===== config.mk =====
export PLATFORM = sky130hd
export DESIGN_NAME = serial_rx
export DESIGN_NICKNAME = d
export VERILOG_FILES = /design/src/rtl/serial_rx_pkg.sv /design/src/rtl/serial_rx_sync_2ff.sv /design/src/rtl/serial_rx.sv
export SDC_FILE = /design/constraint.sdc
export NUM_CORES = 1
export LEC_CHECK = 0
export BUFFER_PORTS_ARGS = -buffer_cell sky130_fd_sc_hd__buf_2
export CELL_PAD_IN_SITES_DETAIL_PLACEMENT = 1
export CELL_PAD_IN_SITES_GLOBAL_PLACEMENT = 1
export CORE_AREA = 2 2 74 76
export CTS_CLUSTER_SIZE = 28
export DETAILED_ROUTE_END_ITERATION = 10
export DIE_AREA = 0 0 76 78
export HOLD_SLACK_MARGIN = 0.12
export PLACE_DENSITY = 0.72
export SETUP_SLACK_MARGIN = 0.1
export SLEW_MARGIN = 20
export SYNTH_ARGS = -nofsm -noshare
export SYNTH_HDL_FRONTEND = slang
export SYNTH_SLANG_ARGS = --single-unit
export TNS_END_PERCENT = 100

===== constraint.sdc =====
create_clock -name i_clk -period 2.44 [get_ports i_clk]
set_input_delay 0.488 -clock i_clk [delete_from_list [all_inputs] [get_ports i_clk]]
set_output_delay 0.488 -clock i_clk [all_outputs]
set_load 0.01 [all_outputs]

===== src/rtl/serial_rx_pkg.sv =====
// rtl/serial_rx_pkg.sv - shared 8-N-1 frame constants, baud derivation and receiver state type
package serial_rx_pkg;

  localparam int DATA_BITS = 8;

  typedef enum logic [2:0] {
    ST_IDLE      = 3'd0,
    ST_START     = 3'd1,
    ST_DATA      = 3'd2,
    ST_STOP      = 3'd3,
    ST_WAIT_HIGH = 3'd4
  } rx_state_t;

  // Clock cycles per bit; integer division, matching the transmitter
  function automatic int calc_baud_cnt(input int clk_freq, input int baud_rate);
    return clk_freq / baud_rate;
  endfunction

endpackage


===== src/rtl/serial_rx_sync_2ff.sv =====
// rtl/serial_rx_sync_2ff.sv - two-flop synchronizer with configurable reset value
module sync_2ff #(
  parameter logic RESET_VAL = 1'b1
) (
  input  logic i_clk,
  input  logic i_rst,
  input  logic i_d,
  output logic o_q
);

  logic [1:0] r_sync;

  // Two-stage capture of the asynchronous input
  always_ff @(posedge i_clk or posedge i_rst) begin
    if (i_rst) r_sync <= {2{RESET_VAL}};
    else       r_sync <= {r_sync[0], i_d};
  end

  assign o_q = r_sync[1];

endmodule


===== src/rtl/serial_rx.sv =====
// rtl/serial_rx.sv - 8-N-1 UART receiver with one-entry holding register and sticky flags
module serial_rx
  import serial_rx_pkg::*;
#(
  parameter int CLK_FREQ  = 48_000_000,
  parameter int BAUD_RATE = 115_200
) (
  input  logic       i_clk,
  input  logic       i_rst,
  input  logic       i_rx,
  output logic [7:0] o_data,
  output logic       o_valid,
  input  logic       i_ready,
  output logic       o_error,
  output logic       o_overrun,
  input  logic       i_clr
);

  localparam int BAUD_CNT = calc_baud_cnt(CLK_FREQ, BAUD_RATE);
  localparam int HALF_CNT = BAUD_CNT / 2;
  localparam int TW       = (BAUD_CNT > 2) ? $clog2(BAUD_CNT) : 1;
  localparam logic [TW-1:0] BAUD_LOAD = TW'(BAUD_CNT - 1);
  localparam logic [TW-1:0] HALF_LOAD = TW'(HALF_CNT - 1);
  localparam logic [2:0]    LAST_BIT  = 3'(DATA_BITS - 1);

  logic                 w_rx_s;
  rx_state_t            r_state, w_state_nx;
  logic [TW-1:0]        r_timer, w_timer_nx;
  logic [2:0]           r_bit_idx, w_bit_idx_nx;
  logic [DATA_BITS-1:0] r_shift, w_shift_nx;
  logic                 w_tick;
  logic                 w_deliver;
  logic                 w_frame_err;
  logic [7:0]           r_data;
  logic                 r_valid;
  logic                 r_error;
  logic                 r_overrun;

  sync_2ff #(.RESET_VAL(1'b1)) u_sync (
    .i_clk (i_clk),
    .i_rst (i_rst),
    .i_d   (i_rx),
    .o_q   (w_rx_s)
  );

  assign w_tick = (r_timer == '0);

  // Next-state, timer, bit counter and shift register; frame outcome strobes
  always_comb begin
    w_state_nx   = r_state;
    w_timer_nx   = w_tick ? r_timer : r_timer - 1'b1;
    w_bit_idx_nx = r_bit_idx;
    w_shift_nx   = r_shift;
    w_deliver    = 1'b0;
    w_frame_err  = 1'b0;
    case (r_state)
      ST_IDLE: begin
        if (!w_rx_s) begin
          w_timer_nx = HALF_LOAD;
          w_state_nx = ST_START;
        end
      end
      ST_START: begin
        if (w_tick) begin
          if (w_rx_s) begin
            w_state_nx = ST_IDLE;
          end else begin
            w_timer_nx   = BAUD_LOAD;
            w_bit_idx_nx = 3'd0;
            w_state_nx   = ST_DATA;
          end
        end
      end
      ST_DATA: begin
        if (w_tick) begin
          w_shift_nx = {w_rx_s, r_shift[DATA_BITS-1:1]};
          w_timer_nx = BAUD_LOAD;
          if (r_bit_idx == LAST_BIT) w_state_nx = ST_STOP;
          else                       w_bit_idx_nx = r_bit_idx + 3'd1;
        end
      end
      ST_STOP: begin
        if (w_tick) begin
          if (w_rx_s) begin
            w_deliver  = 1'b1;
            w_state_nx = ST_IDLE;
          end else begin
            w_frame_err = 1'b1;
            w_state_nx  = ST_WAIT_HIGH;
          end
        end
      end
      ST_WAIT_HIGH: begin
        if (w_rx_s) w_state_nx = ST_IDLE;
      end
      default: w_state_nx = ST_IDLE;
    endcase
  end

  // Receiver state registers
  always_ff @(posedge i_clk or posedge i_rst) begin
    if (i_rst) begin
      r_state   <= ST_IDLE;
      r_timer   <= '0;
      r_bit_idx <= 3'd0;
      r_shift   <= '0;
    end else begin
      r_state   <= w_state_nx;
      r_timer   <= w_timer_nx;
      r_bit_idx <= w_bit_idx_nx;
      r_shift   <= w_shift_nx;
    end
  end

  // Holding register handshake and sticky flags; a same-cycle set beats i_clr
  always_ff @(posedge i_clk or posedge i_rst) begin
    if (i_rst) begin
      r_data    <= 8'h00;
      r_valid   <= 1'b0;
      r_error   <= 1'b0;
      r_overrun <= 1'b0;
    end else begin
      if (w_deliver) begin
        if (!r_valid || i_ready) begin
          r_data  <= r_shift;
          r_valid <= 1'b1;
        end
      end else if (r_valid && i_ready) begin
        r_valid <= 1'b0;
      end
      r_error   <= (r_error & ~i_clr) | w_frame_err;
      r_overrun <= (r_overrun & ~i_clr) | (w_deliver & r_valid & ~i_ready);
    end
  end

  assign o_data    = r_data;
  assign o_valid   = r_valid;
  assign o_error   = r_error;
  assign o_overrun = r_overrun;

endmodule


==> impl_metrics.env <==
export IMPL_cp_slowest_stage_delay_ns=0.44
export IMPL_synth_seq_cells=36
export IMPL_synth_compound_area_frac=0.1241
export IMPL_clock_sinks=36
export IMPL_grt_pass1_vias=1405
export IMPL_cp_required_ns=2.61
export IMPL_die_h_microns=78
export IMPL_critPathKind="flip-flop to flip-flop"
export IMPL_finalClockSkew_ns=0.007366
export IMPL_post_synth_instance_area_sq_mm=0.001754
export IMPL_yosys_area_share_adder=0.03566
export IMPL_overflow=0
export IMPL_cp_start_kind="flip-flop"
export IMPL_syn_inst=151
export IMPL_synth_edf_count=0
export IMPL_synth_top_cells_by_count="dfrtp_1, mux2_2, inv_1, nor2_1"
export IMPL_fillCellCount=562
export IMPL_drt_vias_per_instance=5.254
export IMPL_clk_pin_slew_ns=0.07
export IMPL_clk_latency_ns=0.29
export IMPL_power_density_mw_per_mm2=503.0
export IMPL_dp_hpwl_microns=2766
export IMPL_htree_levels=2
export IMPL_wl_per_cell_microns=16.70
export IMPL_worstPathArrival_ns=2.39
export IMPL_yosys_mux_area_fraction=0.1148
export IMPL_slew_limit_headroom=0.6259
export IMPL_fin_crit_sh=0.9088
export IMPL_netlist_area_leader_share=0.4850
export IMPL_synth_top_family_by_area="simple AND/OR/NAND/NOR gates"
export IMPL_cts_hold_fix_buffers=0
export IMPL_p_sw_uw=232.3
export IMPL_synth_seq_area_share=0.5150
export IMPL_clock_root_buffer="clkbuf_8"
export IMPL_yosysWarningCount=0
export IMPL_gp_congestion=0.7951
export IMPL_slowest_stage="dfrtp_1"
export IMPL_drtIter0Drc=41
export IMPL_reg2reg_depth=7
export IMPL_drc=0
export IMPL_fin_crit_ns=2.218
export IMPL_numPortBuffers=15
export IMPL_nets=191
export IMPL_yosys_area_share_xor_xnor=0.01498
export IMPL_synth_simple_area_share=0.1541
export IMPL_cts_buffers=5
export IMPL_final_cell_area_sq_mm=0.002122
export IMPL_rsz0062_at_grt="false"
export IMPL_ir_drop_mv=0.3705
export IMPL_placed_cell_area_sq_mm=0.001967
export IMPL_core_area_sq_mm=0.005042
export IMPL_crit_chain="inv_2, ha_4, or3b_4, buf_4, o31ai_1, nor4_1, or3_1"
export IMPL_p_seq_frac=0.565
export IMPL_crit_fanout=4
export IMPL_synth_largest_area_cell="dfrtp_1"
export IMPL_die_w_microns=76
export IMPL_yosys_cell_types_count=45
export IMPL_initial_core_util=0.3479
export IMPL_p_int_uw=835.0
export IMPL_cts_tree="yes"
export IMPL_hp_class="primary input to async pin"
export IMPL_fin_tns_setup_ns=0
export IMPL_end_kind="flip-flop"
export IMPL_wirelength_microns=4209
export IMPL_p_sw_frac=0.2177
export IMPL_ctsLongestPathBuffers=2
export IMPL_die_area_sq_mm=0.005928
export IMPL_vias=1324
export IMPL_pin_count=16
export IMPL_leakagePower_nw=0.9696
export IMPL_synthMostInstantiatedCell="dfrtp_1"
export IMPL_syn_nets=161
export IMPL_grt_pass1_wl_microns=7141
export IMPL_antenna_found_initial=0
export IMPL_synth_async_sr_flop_share=1.000
export IMPL_layout_drive_gt1_share=0.3901
export IMPL_synth_flop_cell="dfrtp_1"
export IMPL_grt_total_usage=0.1521
export IMPL_setup_viol=0
export IMPL_grt_max_degree=37
export IMPL_comb_power_share=0.021
export IMPL_syn_area_per_cell_sq_um=11.62
export IMPL_fmax_mhz=450.9
export IMPL_tightest_slew_ns=0.5560
export IMPL_status="completed"
export IMPL_syn_to_final_growth_pct=20.97
export IMPL_rows=26
export IMPL_diodes=0
export IMPL_maxCapViolations=0
export IMPL_clockPowerShare=0.415
export IMPL_synth_area_leaders="dfrtp_1, mux2_2, ha_1, dfstp_2, a21oi_1"
export IMPL_final_hold_viol_count=0
export IMPL_slew_violations=0
export IMPL_ant_nets=0
export IMPL_firstDrtPassIters=4
==> routing by layer <==
layer / wire length (microns) / GRT usage
met5: 0 / 0
met1: 1857 / 0.1866
met3: 137 / 0.03605
met2: 2155 / 0.2670
met4: 59 / 0.04545
==> timing repair <==
action	4_1_cts	5_1_grt
buffers inserted	2	6
gates resized for setup	1	1
pin swaps	0	6
cloned	0	0
endpoints found under the setup margin	1	10
==> placed cells by master (no fill, tap or decap), types with 2 or more instances in the layout <==
master	synthesis	layout
clkbuf_8	0	6
buf_2	1	15
dfrtp_1	34	32
o31ai_1	2	2
ha_1	5	3
a311oi_1	2	2
nor2b_1	3	3
mux2_2	17	17
nand2_1	4	4
dfstp_2	2	2
and2_1	3	3
nor4_1	2	2
nor2_1	8	8
buf_4	0	16
xor2_1	2	2
dfrtp_2	0	2
a31oi_1	2	2
nand3_1	4	4
inv_2	0	3
o21ai_0	3	3
inv_1	9	6
nor3_1	7	7
ha_4	0	2
o311ai_0	2	2
a22o_1	3	3
a21oi_1	7	7
==> power by group through the flow <==
| stage | sequential (mW) | clock [mW] | combinational (mW) |
|---|---|---|---|
| detailed placement | 0.613 | 0 | 0.0227 |
| floorplan | 0.611 | 0 | 0.0158 |
| finish | 0.603 | 0.443 | 0.0220 |
| global route | 0.602 | 0.488 | 0.0258 |
| CTS | 0.602 | 0.458 | 0.0228 |
| global placement | 0.613 | 0 | 0.0218 |
==> state kept, by name (all words and copies together) (netlist names) <==
| name | flops |
|---|---|
| o_error | 1 |
| o_valid | 1 |
| r_state | 3 |
| o_data | 8 |
| r_timer | 9 |
| r_bit_idx | 3 |
| r_shift | 8 |
| o_overrun | 1 |
| u_sync.r_sync | 2 |
==> cell families after synthesis <==
group / after synthesis
AO/OA/AOI/OAI: 30
AND/OR/NAND/NOR: 42
XOR/XNOR: 3
buffers and inverters: 17
adder cells (fa/ha/maj): 5
flip-flops: 36
multiplexers: 18
==> path summary, 6_finish.rpt <==
| kind | end | slack [ns] | start |
|---|---|---|---|
| max | r_timer[0] | 0.22 | r_timer[1] |
| min | r_timer[8] | 0.27 | i_rst |
| max reg2reg | r_timer[0] | 0.22 | r_timer[1] |
| min reg2reg | u_sync.r_sync[1] | 0.36 | u_sync.r_sync[0] |
| max in group asynchronous | u_sync.r_sync[0] | 1.82 | i_rst |
| min in group i_clk | u_sync.r_sync[0] | 0.29 | i_rx |
==> per-stage QoR <==
stage                     instances  power (mW)  setup slack, ns    util  hold slack (ns)
after CTS                       246       1.082           0.1333  0.4117           0.2793
after floorplan                 151      0.6269           0.1020       -           0.3452
final                           252       1.067           0.2224  0.4208           0.2731
after detailed placement        236      0.6362          0.09417  0.3901           0.3544
after global placement          236      0.6351           0.2009  0.3901           0.3482
after global routing            252       1.117          0.08550  0.4208           0.2755
==> critical path, delay by kind of cell, from the launching register on <==
kind                     cells  cell delay, ns
AO/OA/AOI/OAI                1            0.38
buffers and inverters        2            0.28
AND/OR/NAND/NOR              3            0.86
flip-flops                   1            0.44
adder cells (fa/ha/maj)      1            0.13
==> layout make-up <==
cell class | count | area [sq um] | share of cell area
Clock inverter | 1 | 7.507 | 0.003538
Tap cell | 70 | 87.58 | 0.04127
Clock buffer | 7 | 86.33 | 0.04068
Sequential cell | 36 | 905.9 | 0.4269
Timing Repair Buffer | 31 | 195.2 | 0.09198
Inverter | 9 | 33.78 | 0.01592
Multi-Input combinational cell | 98 | 805.8 | 0.3797
No activity file was read; power rests on OpenSTA's default activity.
